<file path="src/rtl/axist_gpio_test_seq.sv">
`default_nettype none
// ============================================================================
//  Module   : axist_gpio_test_seq
//  Purpose  : Management-side test sequencer for the AXI-ST GPIO loopback.
//             On i_start it waits for both link directions to report online,
//             programs the delay X/Y/Z registers and the pattern-generator
//             control word over an Avalon-MM master port, then polls the
//             checker status word until it reports done. The result is
//             latched as a sticky pass/fail (or timeout) flag.
//  Ports    : clk, rst_n                  - clock, async active-low reset
//             i_start                     - one-cycle run request
//             i_delay_x/_y/_z, i_ctrl_word - values written during the run
//             i_tx_online, i_rx_online    - link status
//             o_address, o_wrdata, o_wren, o_rden,
//             i_waitreq, i_readdatavalid, i_readdata - AVMM master
//             o_busy, o_pass, o_fail, o_timeout      - run status
//  Config   : `define AXIST_SEQ_TIMEOUT_EN to build the run watchdog
//             (TIMEOUT_CYC busy cycles). Without it o_timeout is tied low.
//  Revision : 1.0 - initial release
// ============================================================================
module axist_gpio_test_seq #(
  parameter logic [31:0] ADDR_DELAY_X = 32'h0000_1000,
  parameter logic [31:0] ADDR_DELAY_Y = 32'h0000_1004,
  parameter logic [31:0] ADDR_DELAY_Z = 32'h0000_1008,
  parameter logic [31:0] ADDR_CTRL    = 32'h0000_100C,
  parameter logic [31:0] ADDR_STATUS  = 32'h0000_1010,
  parameter logic [31:0] TIMEOUT_CYC  = 32'd100000
) (
  input  logic        clk,
  input  logic        rst_n,
  input  logic        i_start,
  input  logic [31:0] i_delay_x,
  input  logic [31:0] i_delay_y,
  input  logic [31:0] i_delay_z,
  input  logic [31:0] i_ctrl_word,
  input  logic        i_tx_online,
  input  logic        i_rx_online,
  output logic [31:0] o_address,
  output logic [31:0] o_wrdata,
  output logic        o_wren,
  output logic        o_rden,
  input  logic        i_waitreq,
  input  logic        i_readdatavalid,
  input  logic [31:0] i_readdata,
  output logic        o_busy,
  output logic        o_pass,
  output logic        o_fail,
  output logic        o_timeout
);

  typedef enum logic [2:0] {
    S_IDLE        = 3'd0,
    S_WAIT_ONLINE = 3'd1,
    S_WR_REQ      = 3'd2,
    S_RD_REQ      = 3'd3,
    S_RD_WAIT     = 3'd4,
    S_PASS        = 3'd5,
    S_FAIL        = 3'd6,
    S_TMO         = 3'd7
  } state_t;

  state_t      r_state;
  state_t      w_state_nxt;
  logic [1:0]  r_wr_idx;
  logic [1:0]  w_wr_idx_nxt;
  // r_gap marks the single idle cycle inserted between AVMM transfers; the
  // request states hold their strobe low while it is set.
  logic        r_gap;
  logic        w_gap_nxt;

  logic [31:0] r_delay_x;
  logic [31:0] r_delay_y;
  logic [31:0] r_delay_z;
  logic [31:0] r_ctrl;

  logic        w_busy;
  logic        w_start;
  logic        w_wr_stb;
  logic        w_rd_stb;
  logic        w_timeout;
  logic [31:0] w_wr_addr;
  logic [31:0] w_wr_data;

  // Only the {done, pass} bits of the status word carry meaning here.
  logic        w_unused_rdata;
  assign w_unused_rdata = &{1'b0, i_readdata[31:2]};

  assign w_busy   = (r_state == S_WAIT_ONLINE) || (r_state == S_WR_REQ) ||
                    (r_state == S_RD_REQ)      || (r_state == S_RD_WAIT);
  assign w_start  = i_start && !w_busy;
  assign w_wr_stb = (r_state == S_WR_REQ) && !r_gap;
  assign w_rd_stb = (r_state == S_RD_REQ) && !r_gap;

  // --------------------------------------------------------------------------
  // Optional run watchdog: counts busy cycles since the accepted i_start and
  // forces the timeout state on the cycle the count reaches TIMEOUT_CYC.
  // --------------------------------------------------------------------------
`ifdef AXIST_SEQ_TIMEOUT_EN
  logic [31:0] r_wdog;

  always_ff @(posedge clk or negedge rst_n) begin
    if (!rst_n) begin
      r_wdog <= '0;
    end else if (w_start) begin
      r_wdog <= '0;
    end else if (w_busy) begin
      r_wdog <= r_wdog + 32'd1;
    end
  end

  assign w_timeout = w_busy && (r_wdog == (TIMEOUT_CYC - 32'd1));
  assign o_timeout = (r_state == S_TMO);
`else
  assign w_timeout = 1'b0;
  assign o_timeout = 1'b0;
`endif

  // Register-programming table, indexed by the write counter.
  always_comb begin
    w_wr_addr = ADDR_DELAY_X;
    w_wr_data = r_delay_x;
    case (r_wr_idx)
      2'd0: begin
        w_wr_addr = ADDR_DELAY_X;
        w_wr_data = r_delay_x;
      end
      2'd1: begin
        w_wr_addr = ADDR_DELAY_Y;
        w_wr_data = r_delay_y;
      end
      2'd2: begin
        w_wr_addr = ADDR_DELAY_Z;
        w_wr_data = r_delay_z;
      end
      default: begin
        w_wr_addr = ADDR_CTRL;
        w_wr_data = r_ctrl;
      end
    endcase
  end

  // --------------------------------------------------------------------------
  // Next-state logic
  // --------------------------------------------------------------------------
  always_comb begin
    w_state_nxt  = r_state;
    w_wr_idx_nxt = r_wr_idx;
    w_gap_nxt    = 1'b0;

    case (r_state)
      S_IDLE, S_PASS, S_FAIL, S_TMO: begin
        if (w_start) begin
          w_state_nxt  = S_WAIT_ONLINE;
          w_wr_idx_nxt = 2'd0;
        end
      end

      S_WAIT_ONLINE: begin
        if (i_tx_online && i_rx_online) begin
          w_state_nxt = S_WR_REQ;
        end
      end

      S_WR_REQ: begin
        if (w_wr_stb && !i_waitreq) begin
          w_gap_nxt = 1'b1;
          if (r_wr_idx == 2'd3) begin
            w_state_nxt  = S_RD_REQ;
            w_wr_idx_nxt = 2'd0;
          end else begin
            w_wr_idx_nxt = r_wr_idx + 2'd1;
          end
        end
      end

      S_RD_REQ: begin
        if (w_rd_stb && !i_waitreq) begin
          w_state_nxt = S_RD_WAIT;
        end
      end

      S_RD_WAIT: begin
        if (i_readdatavalid) begin
          case (i_readdata[1:0])
            2'b11:   w_state_nxt = S_PASS;
            2'b10:   w_state_nxt = S_FAIL;
            default: begin
              // Checker not done yet: poll again after an idle cycle.
              w_state_nxt = S_RD_REQ;
              w_gap_nxt   = 1'b1;
            end
          endcase
        end
      end

      default: begin
        w_state_nxt = S_IDLE;
      end
    endcase

    // The watchdog wins over any transfer in flight.
    if (w_timeout) begin
      w_state_nxt  = S_TMO;
      w_wr_idx_nxt = 2'd0;
      w_gap_nxt    = 1'b0;
    end
  end

  // --------------------------------------------------------------------------
  // State and run registers
  // --------------------------------------------------------------------------
  always_ff @(posedge clk or negedge rst_n) begin
    if (!rst_n) begin
      r_state  <= S_IDLE;
      r_wr_idx <= 2'd0;
      r_gap    <= 1'b0;
    end else begin
      r_state  <= w_state_nxt;
      r_wr_idx <= w_wr_idx_nxt;
      r_gap    <= w_gap_nxt;
    end
  end

  // Write values are captured at the accepted start so the run is immune to
  // the inputs changing while it is in progress.
  always_ff @(posedge clk or negedge rst_n) begin
    if (!rst_n) begin
      r_delay_x <= '0;
      r_delay_y <= '0;
      r_delay_z <= '0;
      r_ctrl    <= '0;
    end else if (w_start) begin
      r_delay_x <= i_delay_x;
      r_delay_y <= i_delay_y;
      r_delay_z <= i_delay_z;
      r_ctrl    <= i_ctrl_word;
    end
  end

  // --------------------------------------------------------------------------
  // Outputs: decoded from registers only, so reset clears them at once and
  // they stay stable across a waitrequest stall.
  // --------------------------------------------------------------------------
  assign o_wren    = w_wr_stb;
  assign o_rden    = w_rd_stb;
  assign o_address = w_wr_stb ? w_wr_addr :
                     (w_rd_stb ? ADDR_STATUS : 32'd0);
  assign o_wrdata  = w_wr_stb ? w_wr_data : 32'd0;
  assign o_busy    = w_busy;
  assign o_pass    = (r_state == S_PASS);
  assign o_fail    = (r_state == S_FAIL);

endmodule
`default_nettype wire

</file>
<file path="config.mk">
export PLATFORM = sky130hd
export DESIGN_NAME = axist_gpio_test_seq
export DESIGN_NICKNAME = d
export VERILOG_FILES = /design/src/rtl/axist_gpio_test_seq.sv
export SDC_FILE = /design/constraint.sdc
export NUM_CORES = 1
export LEC_CHECK = 0
export BUFFER_PORTS_ARGS = -buffer_cell sky130_fd_sc_hd__buf_2
export CAP_MARGIN = 20
export CORE_MARGIN = 4
export CORE_UTILIZATION = 35
export DETAILED_ROUTE_END_ITERATION = 12
export SYNTH_ARGS = -nofsm -noshare
export SYNTH_HDL_FRONTEND = slang
export SYNTH_SLANG_ARGS = --single-unit
</file>
<file path="constraint.sdc">
create_clock -name clk -period 1.6 [get_ports clk]
set_input_delay 0.16 -clock clk [delete_from_list [all_inputs] [get_ports clk]]
set_output_delay 0.16 -clock clk [all_outputs]
set_load 0.1 [all_outputs]
</file>
**After elaboration in Yosys (flattened, before gate mapping)**

Index checks and enable logic that the tools add are counted.

- Memory bits (read-only): 0
- Memories kept: 0
- Output and inout port bits: 70
- Logic and storage cells: 66
- Input bits: 167
- Bits in latches: 0
- RAM bits: 0
- Register bits after elaboration: 134

- Mux-type cells: 21
- Reduce and logical (&&, ||, !) cells: 19
- Bitwise operators: 0
- Shift-type cells: 0
- Eq/ne operators: 18
- Add/sub/neg operators: 1
- Div/mod/pow operators: 0
- $mul: 0
- Magnitude comparators: 0

Operators with widths:

| kind | count |
|---|---|
| 32-bit case mux with 3 select lines | 1 |
| 32-bit two-way mux | 1 |
| 13-bit two-way mux | 2 |
| 3-bit two-way mux | 6 |
| 3-bit case mux with 5 select lines | 1 |
| 3-bit == test, second input constant | 4 |
| 4-bit case mux with 3 select lines | 1 |
| 2-bit == test, second input constant | 4 |
| 2-bit by 1-bit != test with 1-bit output, second input constant | 4 |
| 3-bit by 2-bit == test with 1-bit output, second input constant | 2 |
| 1-bit logical AND | 6 |
| 2-bit two-way mux | 3 |
| 3-bit case mux with 2 select lines | 1 |
| 6-bit AND reduction | 1 |
| 2-bit != test, second input constant | 2 |
| 2-bit case mux with 2 select lines | 1 |
| 4-bit OR reduction | 1 |
| 3-bit by 1-bit == test with 1-bit output, second input constant | 1 |
| 1-bit zero test | 3 |
| 3-bit zero test | 1 |
| 1-bit logical OR | 3 |
| 1-bit two-way mux | 3 |
| 3-bit AND reduction | 1 |
| 2-bit by 1-bit adder with 2-bit output, second input constant | 1 |
| 5 further kinds | 5 |

**Depth between registers and ports, before layout**

- Depth after elaboration: 8
- Mapped depth: 8
- Gate-level depth less buffers: 6

**Least setup slack after synthesis**

OpenSTA, ideal clock, no wires.

- Path kind: reg2out
- Start point: reg r_state[2]
- End point: out o_pass
- Arrival time: 2.983 ns
- Required time: 1.440 ns
- Stages on the path, launching flop included: 4
- Buffers on the path: 2
- Path slack: -1.543 ns
- Cell sequence: dfrtp_1 -> buf_2 -> clkbuf_1 -> nor3b_1

- Word-level cells in the longest chain between the ends: 1

Ends and longest elaborated chain:

| what | RTL line | RTL |
|---|---|---|
| start: declaration | 62 | `state_t r_state;` |
| start signal: assignment | 218 | `r_state <= w_state_nxt;` |
| 3-bit == test | 250 | `assign o_pass = (r_state == S_PASS);` |
| end: declaration | 46 | `output logic o_pass,` |

No other way between the ends.

**Final worst setup path**

- Start point: reg r_wr_idx[0]
- End point: out o_wrdata[14]

- Word-level cells in the longest chain between the ends: 3
- Elaborated cells on any way between the ends: 5
- Classes of those cells: eq/ne: 2; mux: 2; reduce/logical: 1

Ends and longest elaborated chain:

| what | RTL line | RTL |
|---|---|---|
| start: declaration | 64 | `logic [1:0] r_wr_idx;` |
| start signal: assignment | 219 | `r_wr_idx <= w_wr_idx_nxt;` |
| 2-bit == test (tied with other cells) | 122 | `case (r_wr_idx)` |
| 32-bit case mux with 3 select lines * | 122 |  |
| 32-bit two-way mux * | 248 | `assign o_wrdata = w_wr_stb ? w_wr_data : 32'd0;` |
| end: declaration | 39 | `output logic [31:0] o_wrdata,` |

Every way passes the cells marked *; elsewhere a longest branch is shown, timed or not.

==> metrics.md <==
| Metric | Value |
|---|---|
| Outcome | `complete, but fails checks` |
| Failing checks | `setup timing` |
| Antenna violations before repair | `0` |
| Sequential area share after synthesis | `0.4885` |
| Via density | `4.935` |
| Rows | `50` |
| Worst-Skew Late Latency | `0.41 ns` |
| Met1 usage in global routing | `0.2424` |
| Multi-input logic area | `0.003709 sq mm` |
| Most frequent cell after synthesis | `dfrtp_1` |
| Global routing's busiest layer | `met2` |
| CP Class | `reg2out` |
| Drt total wl | `22710 um` |
| Max Cap Viol | `0` |
| Slowest CP cell | `a222oi_1` |
| H-tree levels | `4` |
| Synth area leaders | `dfrtp_1, mux2_4, a222oi_1` |
| Post-synth EDFFs | `0` |
| PortBufs | `177` |
| Clock Skew | `0.007714 ns` |
| Synth top cells by count | `dfrtp_1, mux2_4, nor2_1` |
| Dpl hpwl | `13100 um` |
| P_leak | `5.766 nW` |
| Post-synth ARST share | `1.000` |
| Ports | `237` |
| Distinct cells, synth | `40` |
| Met3 Use GR | `0.05365` |
| Antenna cells | `0` |
| WP buf/inv | `3` |
| Final cell count without fillers | `1162` |
| Synthesized cell area | `0.006864 sq mm` |
| GRT met2 Usage | `0.3718` |
| Synth top area share | `0.4885` |
| Mapped Cells | `521` |
| Sink Count | `134` |
| Power Density | `2442 mW/mm^2` |
| DRC viols | `0` |
| Area of the core | `0.01902 sq mm` |
| Initial cell density of the core | `0.3609` |
| #FFs+latches synth | `134` |
| CTS buffer count | `17` |
| Required @ worst endpoint | `1.44 ns` |
| Die ar. | `0.02192 sq mm` |
| Final GP Congestion | `0.7897` |
| Fin worst setup slack | `-0.7357 ns` |
| First-pass GRT wire length | `35570 um` |
| Die Height | `148.0 um` |
| Tcrit/Tclk final | `1.460` |
| Vias post-DR | `5734` |
| Slowest stage delay, CP | `0.42 ns` |
| CP Launch Type | `flop` |
| FF/Latch Area | `0.003356 sq mm` |
| Pre-antenna DRT Iters | `7` |
| CTS tree | `done` |
| FILL cells | `1337` |
| Dpl cells | `965` |
| Layout area overhead | `76.78%` |
| Detail Route Antenna Nets | `0` |
| Layout cells sized above 1 | `0.5765` |
| Die X | `148.0 um` |
| FMAX | `428.1 MHz` |
| Crit end category | `output pin` |
| Worst path top cell family by delay | `compound AO/OA/AOI/OAI gates` |
| Setup tns final | `-60.54 ns` |
| Final hold vios | `0` |
| CP arrival | `2.18 ns` |
| CP Max Fanout | `8` |
| Initial DRC count | `300` |
| Clock transition at path regs | `0.06 ns` |
| Max clock buf depth | `2` |
| Root buffer cell | `clkbuf_16` |
| Vias in the first global route | `6605` |
| Yosys warnings | `0` |
| Mean Syn Cell Area | `13.17 sq um` |
| GR Util All Layers | `0.2073` |
| RSZ-0062 raised after global routing | `true` |
| Hold/Removal Path Class | `in2reg` |
| Avg WL per Cell | `19.54 um` |
| Worst IR Drop VDD | `1.958 mV` |
| Final Slew Violations | `0` |
| Pin count of the biggest net entering global routing | `74` |
| Cell-by-cell trace of the critical path | `inv_2, ha_4, buf_8, a222oi_1, nor2_1, a21oi_2, nor2_4, buf_12` |
| Nets | `1061` |
| Area leader, netlist | `dfrtp_1` |
| Grt ovf | `0` |
| Minimum clock period | `2.336 ns` |
| Main synth FF type | `dfrtp_1` |
| # setup viols final | `173` |
| Final total power | `29.63 mW` |
-- timing repair --
item,4_1_cts,5_1_grt
hold endpoints to repair,260,1
setup buffers,29,10
pin swaps,30,25
setup endpoints to repair,166,173
cloned,8,0
resized for setup,127,32
hold buffers,127,1
-- per-stage QoR --
step                      cell area (sq um)  utilization  hold WS (ns)  setup slack (ns)
after CTS                             12080       0.6352      0.002798           -0.7280
after global routing                  12130       0.6380      0.007788           -0.8752
after global placement                 9161       0.4817      -0.05268           -0.3897
final                                 12130       0.6380       0.01924           -0.7357
after floorplan                        7357            -       -0.1356           -0.5195
after detailed placement               9161       0.4817      -0.05226           -0.4216
-- layout by cell type, fill, tap and decap left out, types with 4 or more instances in the layout --
cell type        n
a21oi_2         33
buf_6           21
dfrtp_1        132
buf_12          62
a222oi_1        32
conb_1          29
buf_16           4
clkbuf_16       17
bufinv_16        7
mux2_4         128
buf_4           18
buf_8           22
nor2_1          38
nor2_4          36
dlygate4sd3_1  128
buf_2          135
-- routing by layer --
metal	wire [um]	up-vias
met4	371	0
met5	0	-
met3	1305	33
li1	-	2577
met2	12080	246
met1	8952	2878
-- state kept, by name, indices dropped and copies added, names as in the netlist --
signal / count
r_delay_y: 32
r_state: 3
r_ctrl: 32
r_gap: 1
r_wr_idx: 2
r_delay_x: 32
r_delay_z: 32
-- cell type report --
cell class                      count  share of cell area
Clock inverter                     13             0.02073
Sequential cell                   134              0.2766
Timing Repair Buffer              390              0.3305
Clock buffer                       19             0.03650
Tap cell                          260             0.02681
Multi-Input combinational cell    340              0.3056
Inverter                            6            0.003300
-- power by group --
part           switching (mW)  total [mW]  leakage (nW)  internal [mW]
combinational            9.54        18.6          3.85           9.08
sequential               1.21        6.38          1.58           5.17
clock                    1.51        4.63         0.341           3.12
-- cells by family after synthesis --
family,count (synthesis),share of synthesized area
AND/OR/NAND/NOR,94,0.05961
multiplexers,129,0.2771
AO/OA/AOI/OAI,82,0.08950
adder cells (fa/ha/maj),5,0.009114
XOR/XNOR,1,0.002370
buffers and inverters,75,0.07328
flip-flops,134,0.4885
other,1,0.0005463
-- path summary, 6_finish.rpt --
path	cells past startpoint	slack, ns	startpoint	to
max	8	-0.74	r_wr_idx[0]	o_wrdata[14]
min in group asynchronous	2	0.10	rst_n	r_ctrl[26]
min reg2reg	1	0.51	r_delay_x[17]	r_delay_x[17]
min	2	0.02	i_delay_z[7]	r_delay_z[7]
max in group asynchronous	3	0.92	rst_n	r_delay_y[9]
max reg2reg	9	-0.38	r_state[1]	r_delay_y[19]
No activity file was read; power rests on OpenSTA's default activity.
